**src/rtl/lcd_ula_driver_pkg.sv**
```systemverilog
// lcd_pkg: HD44780 command/character constants, FSM enums and helper functions
// shared by the LCD result driver and its binary-to-BCD converter.
// Pure declarations, no state.
package lcd_pkg;

   localparam logic [7:0] CMD_FUNC_8BIT_2L = 8'h38;
   localparam logic [7:0] CMD_DISP_ON      = 8'h0C;
   localparam logic [7:0] CMD_ENTRY_INC    = 8'h06;
   localparam logic [7:0] CMD_CLEAR        = 8'h01;
   localparam logic [7:0] CMD_LINE1        = 8'h80;

   localparam logic [7:0] CHR_SPACE = 8'h20;
   localparam logic [7:0] CHR_MINUS = 8'h2D;
   localparam logic [7:0] CHR_ZERO  = 8'h30;

   typedef enum logic [2:0] {
      ST_POWERUP,
      ST_INIT,
      ST_IDLE,
      ST_CONVERT,
      ST_WRITE
   } main_st_t;

   typedef enum logic [1:0] {
      PH_SETUP,
      PH_PULSE,
      PH_HOLD
   } byte_ph_t;

   // One double-dabble iteration: correct every BCD nibble >= 5, then shift left.
   function automatic logic [35:0] dabble_step(input logic [35:0] sr);
      logic [35:0] t;
      t = sr;
      for (int i = 0; i < 5; i++) begin
         if (t[16 + 4*i +: 4] >= 4'd5)
            t[16 + 4*i +: 4] = t[16 + 4*i +: 4] + 4'd3;
      end
      return {t[34:0], 1'b0};
   endfunction

   // {RS, data} for byte idx of the INIT or WRITE sequence.
   // WRITE: 0 = cursor home, 1 = sign, 2..6 = digits MSD first, leading zeros blanked.
   function automatic logic [8:0] lcd_byte(input main_st_t st, input logic [2:0] idx,
                                           input logic neg, input logic [19:0] bcd);
      logic [8:0]  b;
      logic [19:0] upper;
      logic [4:0]  sh;
      sh    = {(3'd6 - idx), 2'b00};
      upper = bcd >> sh;
      if (st == ST_INIT) begin
         case (idx)
            3'd0:    b = {1'b0, CMD_FUNC_8BIT_2L};
            3'd1:    b = {1'b0, CMD_DISP_ON};
            3'd2:    b = {1'b0, CMD_ENTRY_INC};
            default: b = {1'b0, CMD_CLEAR};
         endcase
      end else if (idx == 3'd0) begin
         b = {1'b0, CMD_LINE1};
      end else if (idx == 3'd1) begin
         b = {1'b1, (neg ? CHR_MINUS : CHR_SPACE)};
      end else if (upper == 20'd0 && idx != 3'd6) begin
         b = {1'b1, CHR_SPACE};
      end else begin
         b = {1'b1, CHR_ZERO + {4'd0, upper[3:0]}};
      end
      return b;
   endfunction

endpackage

```
**src/rtl/lcd_ula_driver_bin2bcd16.sv**
```systemverilog
// bin2bcd16: sequential double-dabble, 16-bit binary to 5 BCD digits.
// Latency: done pulses exactly 16 cycles after an accepted start.
// Backpressure: none; a start while busy is ignored, bcd holds until next start.
module bin2bcd16
   import lcd_pkg::*;
(
   input  logic        clk,
   input  logic        rst,
   input  logic        start,
   input  logic [15:0] bin,
   output logic        done,
   output logic [19:0] bcd
);

   logic [35:0] sr;
   logic [35:0] sr_nxt;
   logic [3:0]  cnt;
   logic        busy;

   assign sr_nxt = dabble_step(sr);

   // Load on start, then 16 shift/correct steps; publish result with done.
   always_ff @(posedge clk or posedge rst) begin
      if (rst) begin
         sr   <= '0;
         cnt  <= '0;
         busy <= 1'b0;
         done <= 1'b0;
         bcd  <= '0;
      end else begin
         done <= 1'b0;
         if (!busy) begin
            if (start) begin
               sr   <= {20'd0, bin};
               cnt  <= '0;
               busy <= 1'b1;
            end
         end else begin
            sr  <= sr_nxt;
            cnt <= cnt + 4'd1;
            if (cnt == 4'd15) begin
               busy <= 1'b0;
               done <= 1'b1;
               bcd  <= sr_nxt[35:16];
            end
         end
      end
   end

endmodule

```
**src/rtl/lcd_ula_driver.sv**
```systemverilog
// lcd_ula_driver: shows the signed calculator result on a 16x2 HD44780 LCD (8-bit mode).
// Latency: power-up wait + init once, then ~17 cycles convert + 7 byte transfers per update.
// Backpressure: none; input changes during an update are picked up on the next IDLE compare.
module lcd_ula_driver
   import lcd_pkg::*;
#(
   parameter int unsigned T_POWERUP = 750000,
   parameter int unsigned T_EN      = 25,
   parameter int unsigned T_CMD     = 2500,
   parameter int unsigned T_CLEAR   = 100000
) (
   input  logic        clk,
   input  logic        rst,
   input  logic [15:0] saida,
   input  logic        sinal_saida,
   output logic        EN,
   output logic        RS,
   output logic        RW,
   output logic [7:0]  data,
   output logic        ocupado
);

   localparam int unsigned T_A    = (T_POWERUP > T_CLEAR) ? T_POWERUP : T_CLEAR;
   localparam int unsigned T_B    = (T_CMD > T_EN) ? T_CMD : T_EN;
   localparam int unsigned T_MAX  = (T_A > T_B) ? T_A : T_B;
   localparam int unsigned TW     = $clog2(T_MAX + 1);

   main_st_t    st;
   byte_ph_t    ph;
   logic [TW-1:0] timer;
   logic [TW-1:0] hold_lim;
   logic [2:0]  idx;
   logic [16:0] snapshot;
   logic        shown_valid;
   logic        start;
   logic        done;
   logic [19:0] bcd;
   logic        neg;
   logic        last_byte;
   logic [8:0]  next_byte;

   assign RW = 1'b0;

   // Zero is never displayed with a minus sign.
   assign neg       = snapshot[16] && (snapshot[15:0] != 16'd0);
   assign hold_lim  = (!RS && data == CMD_CLEAR) ? TW'(T_CLEAR - 1) : TW'(T_CMD - 1);
   assign last_byte = (st == ST_INIT) ? (idx == 3'd3) : (idx == 3'd6);
   assign next_byte = lcd_byte(st, idx + 3'd1, neg, bcd);

   bin2bcd16 u_bcd (
      .clk   (clk),
      .rst   (rst),
      .start (start),
      .bin   (snapshot[15:0]),
      .done  (done),
      .bcd   (bcd)
   );

   // Main sequencer: power-up wait, init commands, idle compare, convert, write line 1.
   always_ff @(posedge clk or posedge rst) begin
      if (rst) begin
         st          <= ST_POWERUP;
         ph          <= PH_SETUP;
         timer       <= '0;
         idx         <= '0;
         EN          <= 1'b0;
         RS          <= 1'b0;
         data        <= 8'h00;
         ocupado     <= 1'b1;
         snapshot    <= '0;
         shown_valid <= 1'b0;
         start       <= 1'b0;
      end else begin
         start <= 1'b0;
         case (st)
            ST_POWERUP: begin
               if (timer == TW'(T_POWERUP - 1)) begin
                  st          <= ST_INIT;
                  ph          <= PH_SETUP;
                  timer       <= '0;
                  idx         <= '0;
                  {RS, data}  <= lcd_byte(ST_INIT, 3'd0, 1'b0, 20'd0);
               end else begin
                  timer <= timer + 1'b1;
               end
            end
            ST_INIT, ST_WRITE: begin
               case (ph)
                  PH_SETUP: begin
                     EN    <= 1'b1;
                     ph    <= PH_PULSE;
                     timer <= '0;
                  end
                  PH_PULSE: begin
                     if (timer == TW'(T_EN - 1)) begin
                        EN    <= 1'b0;
                        ph    <= PH_HOLD;
                        timer <= '0;
                     end else begin
                        timer <= timer + 1'b1;
                     end
                  end
                  PH_HOLD: begin
                     if (timer == hold_lim) begin
                        timer <= '0;
                        if (last_byte) begin
                           st      <= ST_IDLE;
                           ocupado <= 1'b0;
                           if (st == ST_WRITE)
                              shown_valid <= 1'b1;
                        end else begin
                           idx        <= idx + 3'd1;
                           ph         <= PH_SETUP;
                           {RS, data} <= next_byte;
                        end
                     end else begin
                        timer <= timer + 1'b1;
                     end
                  end
                  default: ph <= PH_SETUP;
               endcase
            end
            ST_IDLE: begin
               if (!shown_valid || ({sinal_saida, saida} != snapshot)) begin
                  st       <= ST_CONVERT;
                  snapshot <= {sinal_saida, saida};
                  start    <= 1'b1;
                  ocupado  <= 1'b1;
               end
            end
            ST_CONVERT: begin
               if (done) begin
                  st         <= ST_WRITE;
                  ph         <= PH_SETUP;
                  timer      <= '0;
                  idx        <= '0;
                  {RS, data} <= lcd_byte(ST_WRITE, 3'd0, neg, bcd);
               end
            end
            default: st <= ST_POWERUP;
         endcase
      end
   end

endmodule

```
**config.mk**
```make
export PLATFORM = sky130hd
export DESIGN_NAME = lcd_ula_driver
export DESIGN_NICKNAME = d
export VERILOG_FILES = /design/src/rtl/lcd_ula_driver_pkg.sv /design/src/rtl/lcd_ula_driver_bin2bcd16.sv /design/src/rtl/lcd_ula_driver.sv
export SDC_FILE = /design/constraint.sdc
export NUM_CORES = 1
export LEC_CHECK = 0
export ABC_AREA = 1
export CAP_MARGIN = 30
export CORE_ASPECT_RATIO = 0.8
export CORE_MARGIN = 2
export CORE_UTILIZATION = 30
export CTS_BUF_LIST = sky130_fd_sc_hd__clkbuf_4
export DETAILED_ROUTE_END_ITERATION = 10
export HOLD_SLACK_MARGIN = 0.03
export PLACE_DENSITY = 0.52
export SLEW_MARGIN = 20
export SYNTH_ARGS = -nofsm -noshare
export SYNTH_HDL_FRONTEND = slang
export SYNTH_SLANG_ARGS = --single-unit
```
**constraint.sdc**
```tcl
create_clock -name clk -period 12.95 [get_ports clk]
set_input_delay 3.2375 -clock clk [delete_from_list [all_inputs] [get_ports clk]]
set_output_delay 3.2375 -clock clk [all_outputs]
set_load 0.005 [all_outputs]
```
# Word level (Yosys, flattened, before mapping)
# Index checks and enable logic that the tools add are counted.
word_totals:
  ff_bits: 120
op_classes:
  n_addsub: 10
  order_cmp: 5
  n_eq_ne: 29
  n_shift: 1
  mux: 69
  n_reduce_logical: 25
op_table:
  columns: ["op", "n"]
  rows:
  - ["one-hot mux 20 bit (3 select lines)", 2]
  - ["2-to-1 mux 20 bit", 4]
  - ["2-to-1 mux 36 bit", 2]
  - ["2-to-1 mux 8 bit", 5]
  - ["2-to-1 mux 3 bit", 12]
  - ["2-to-1 mux 4 bit", 7]
  - ["one-hot mux 8 bit (3 select lines)", 1]
  - ["adder 20 x 1 -> 20 bit (second input constant)", 1]
  - ["== test 20 x 17 -> 1 bit", 1]
  - ["== test 20 bit (second input constant)", 1]
  - ["== test 20 x 5 -> 1 bit (second input constant)", 1]
  - ["greater-or-equal comparator 4 x 3 -> 1 bit (second input constant)", 5]
  - ["logical NOT 20 bit", 1]
  - ["right shift 20 x 5 -> 20 bit", 1]
  - ["2-to-1 mux 1 bit", 18]
  - ["2-to-1 mux 9 bit", 2]
  - ["one-hot mux 6 bit (3 select lines)", 1]
  - ["AND reduction 6 bit", 3]
  - ["2-to-1 mux 17 bit", 1]
  - ["!= test 17 bit", 1]
  - ["adder 4 x 2 -> 4 bit (second input constant)", 4]
  - ["nonzero test 16 bit", 1]
  - ["2-to-1 mux 7 bit", 2]
  - ["!= test 2 bit (second input constant)", 7]
  - ["other kinds (32)", 55]

# Logic depth before layout (Yosys ltp)
logic_depth:
  word_depth: 13
  depth_mapped: 15

# Modules after synthesis
# Synthesis repeated with hierarchy kept, for this count alone.
hier_totals:
  cells_unflattened: 1028
  hier_area_um2: 7243.2
modules_own_cells:
  columns: ["module", "n_inst", "cells_per_inst", "area_each_um2", "seq_area_each_um2"]
  rows:
  - ["lcd_ula_driver", 1, 676, 4320.4, 1427.6]
  - ["bin2bcd16", 1, 352, 2922.8, 1551.5]

# Worst setup path after synthesis
# OpenSTA, ideal clock, no wires.
synth_path:
  path_kind: "input to register"
  from: "input saida[0]"
  to: "register snapshot[1]"
  arrival_ns: 4.206
  t_required_ns: 12.823
  setup_slack_ns: 8.617
  cell_stages: 11
  path_buffers: 1
  path_cell_list: "inv_1 nor2_1 nor3_1 nand3_1 nor2_1 nand2_1 nand2_1 inv_1 buf_2 nand2_1 o21ai_0"
synth_between:
  elab_chain_cells: 3
synth_rtl:
  columns: ["item", "line_no", "text"]
  rows:
  - ["start, declared", "lcd_ula_driver.sv:14", "input logic [15:0] saida,"]
  - ["!= test 17 bit", "lcd_ula_driver.sv:124", "if (!shown_valid || ({sinal_saida, saida} != snapshot)) begin"]
  - ["logical OR 1 bit", "lcd_ula_driver.sv:124", null]
  - ["AND reduction 2 bit (no source line)", null, null]
  - ["end signal, assigned", "lcd_ula_driver.sv:126", "snapshot <= {sinal_saida, saida};"]
  - ["end, declared", "lcd_ula_driver.sv:33", "logic [16:0] snapshot;"]
# No other way between the ends.
# A chain may end at the register's enable or synchronous reset.

# Final worst setup path
layout_path:
  from: "register ocupado"
  to: "output ocupado"
layout_lines:
  columns: ["item", "line_no", "text"]
  rows:
  - ["start, declared", "lcd_ula_driver.sv:20", "output logic ocupado"]
  - ["start signal, assigned", "lcd_ula_driver.sv:69", "ocupado <= 1'b1;"]
  - ["start signal, assigned", "lcd_ula_driver.sv:108", "ocupado <= 1'b0;"]
  - ["start signal, assigned", "lcd_ula_driver.sv:128", "ocupado <= 1'b1;"]
# No word-level cell between the ends.

==> results.py <==
metrics = {
    "power_and_ir_drop": {
        "switching_power_uw": 152,
        "p_total_uw": 690,
        "power_frac_comb": 0.027,
        "pwr-share-clk": 0.435,
        "power.internal_uw": 538,
        "powerDensity_nw_per_um2": 84.9,
        "ir_drop_mv": 0.0481,
        "p_seq_frac": 0.538,
        "switching_share": 0.221,
        "cellLeakagePower_uw": 0.00385,
    },
    "run": {
        "maxCapViolCount": 0,
    },
    "sta": {
        "hold_slack_ns": 0.485,
        "tightest_slew_ns": 0.824,
        "maxSlewHeadroom": 0.451,
        "rsz0062_at_grt": "no",
        "period_minus_slack_ns": 4.84,
        "drv_slew": 0,
        "setup_violations": 0,
        "period_share": 0.374,
        "finalClockSkew_ns": 0.0228,
        "hold_viol": 0,
        "fin_setup_tns_ns": 0,
        "fmax_ghz": 0.207,
    },
    "logic_synthesis": {
        "synthTopCellsByArea": "dfrtp_1 41%, nand2_1 16%, inv_1 7.6%, o21ai_0 4.9%, nor2_1 4.3%",
        "synthMuxAreaShare": 0,
        "netlist_area_um2": 7260,
        "synth_area_per_cell_um2": 7.28,
        "synth_top_family_by_area": "simple AND/OR/NAND/NOR gates",
        "ys_seq_elements": 119,
        "synth_top_area_frac": 0.407,
        "synth_compound_area_frac": 0.114,
        "synthXorXnorAreaFrac": 0.0360,
        "ys_seq_area_frac": 0.410,
        "synth_warnings": 0,
        "synth-simple-area-share": 0.296,
        "yosys.area.top_type": "dfrtp_1",
        "synthAdderAreaFrac": 0.0396,
        "syn_inst": 998,
        "synth_cell_types": 48,
    },
    "placement": {
        "gp_congestion": 0.871,
        "place_hpwl_um": 12600,
        "dp_cells": 1313,
        "port_buffers": 28,
    },
    "final_layout": {
        "fin_nets": 1062,
        "syn2layout_area_growth_pct": 12.0,
        "layout.cells.non_filler": 1346,
        "multiInputGateArea_um2": 3530,
        "utilization": 0.345,
        "drive_gt1_frac": 0.0755,
        "final.fill_count": 2482,
        "register_area_um2": 2980,
    },
    "hold_path": {
        "min_path_type": "reg -> reg",
    },
    "clock_tree": {
        "numCtsBuffers": 17,
        "cts_max_path_buffers": 2,
        "cts_tree": "yes",
        "cts_max_level": 4,
        "insertion_delay_ns": 0.54,
        "cts_root_buffer": "clkbuf_4",
        "ctsResizeCount": 0,
        "clk_pin_slew_ns": 0.10,
        "postCtsHoldBufs": 0,
        "postCtsSetupBuffers": 0,
        "cts.sink_count": 119,
    },
    "setup_path": {
        "critPathTopFamily": "flip-flops",
        "crit_type": "reg -> out",
        "crit_arrival_ns": 1.60,
        "slowest_delay_ns": 0.56,
        "critPathLaunchType": "register",
        "crit_path_max_fanout": 2,
        "crit_chain": "clkdlybuf4s50_1",
        "required_ns": 9.71,
        "slowest_stage": "dfstp_2",
        "end_kind": "primary output",
        "crit_buf_inv": 1,
    },
    "routing": {
        "via_per_inst": 4.53,
        "drtIter0Drc": 402,
        "ant_nets": 0,
        "drcViolationCount": 0,
        "firstDrtPassIters": 5,
        "vias": 6096,
        "post_drt_wl_per_cell_um": 12.6,
        "drt_wl_total_um": 17000,
    },
    "die": {
        "die_x_um": 178,
        "initial_core_util": 0.308,
        "num_rows": 50,
        "fp.dieH_um": 143,
        "die_area_um2": 25500,
        "ios": 31,
        "core_area_um2": 23600,
    },
    "grt": {
        "grt_pass1_wl_um": 29000,
        "grt_pass1_vias": 5656,
        "grt-ovfl-total": 0,
        "grt_max_degree": 45,
        "grt_antenna_before_repair": 1,
        "track_usage": 0.144,
    },
    "status": {
        "status": "finished clean",
    },
}
## Yosys cell counts, drive strengths merged
master and n:
conb 1, a22o 1, o31ai 2, o221ai 1
nor4 3, nand3 58, inv 154, clkbuf 15
xnor2 5, buf 15, nand2 310, o21a 1
nor3 13, nor2 93, a31oi 1, nand4 12
o21ai 77, dfrtp 118, dfstp 1, o2111ai 1
o211ai 14, clkinv 1, a21oi 23, nand3b 1
o22ai 22, xor2 24, or2 6, a22oi 1
ha 23, nor3b 1
## power by group through the flow
stage	sequential (µW)	clock (µW)	combinational, µW
detailed placement	379	0	19.3
finish	371	300	18.4
floorplan	379	0	8.57
global placement	379	0	18.2
global route	372	329	21.2
CTS	371	315	19.4
## cells in the final DEF (no fill, tap or decap), drive strengths merged, types with 3 or more instances in the layout
cell type	synthesis	final
dfrtp	118	118
nor3	13	13
nand4	12	12
o21ai	77	77
o211ai	14	14
buf	15	4
xnor2	5	5
nand3	58	58
xor2	24	24
inv	154	154
nand2	310	310
clkinv	1	8
nor4	3	3
a21oi	23	23
o22ai	22	22
ha	23	23
nor2	93	93
bufinv	0	4
or2	6	6
clkbuf	15	21
clkdlybuf4s50	0	28
## final timing paths
check | slack, ns | startpoint | end | cells after the start
min in group asynchronous | 3.10 | rst | u_bcd.sr[27]$_DFFE_PP0P_ | 2
worst min-delay path | 0.49 | ocupado$_DFFE_PP1P_ | ocupado$_DFFE_PP1P_ | 2
max in group asynchronous | 8.66 | rst | ocupado$_DFFE_PP1P_ | 4
worst min register to register | 0.49 | ocupado$_DFFE_PP1P_ | ocupado$_DFFE_PP1P_ | 2
worst max-delay path | 8.11 | ocupado$_DFFE_PP1P_ | ocupado | 1
worst max register to register | 9.62 | idx[0]$_DFFE_PP0P_ | data[1]$_DFFE_PP0P_ | 10
## state kept, by name (all words and copies together) (netlist names)
signal / count
u_bcd.sr: 36
timer: 20
u_bcd.bcd: 20
snapshot: 17
data: 7
u_bcd.cnt: 4
idx: 3
st: 3
ph: 2
EN: 1
RS: 1
ocupado: 1
shown_valid: 1
start: 1
u_bcd.busy: 1
u_bcd.done: 1
## final cells by class
class	instances	share of cell area
multi-input cells	695	0.434
flip-flops and latches	119	0.366
inverters	155	0.0723
well taps	312	0.0480
repair buffers	32	0.0406
clock buffers	21	0.0194
clock inverters	11	0.0191
diodes	1	0.000308
## per-layer routing
layer  wire, µm  vias up  GRT usage
met2       6340      111      0.187
li1           -     3198          -
met3        877       11     0.0325
met1       9640     2776      0.231
met4        160        0     0.0345
met5          0        -          0
## cells by family (layout without fill, tap and decap cells)
| group | after synthesis | after routing |
|---|---|---|
| other | 1 | 3 |
| AO/OA/AOI/OAI | 144 | 144 |
| AND/OR/NAND/NOR | 497 | 497 |
| buffers and inverters | 185 | 219 |
| XOR/XNOR | 29 | 29 |
| adder cells (fa/ha/maj) | 23 | 23 |
| flip-flops | 119 | 119 |
## per-stage QoR
step	setup WS, ns	area, µm²
floorplan	6.56	7270
global placement	7.59	7790
detailed placement	7.60	7820
CTS	8.06	8130
global route	7.82	8140
finish	8.11	8140
Note: power is estimated with default switching activity, not from simulation.
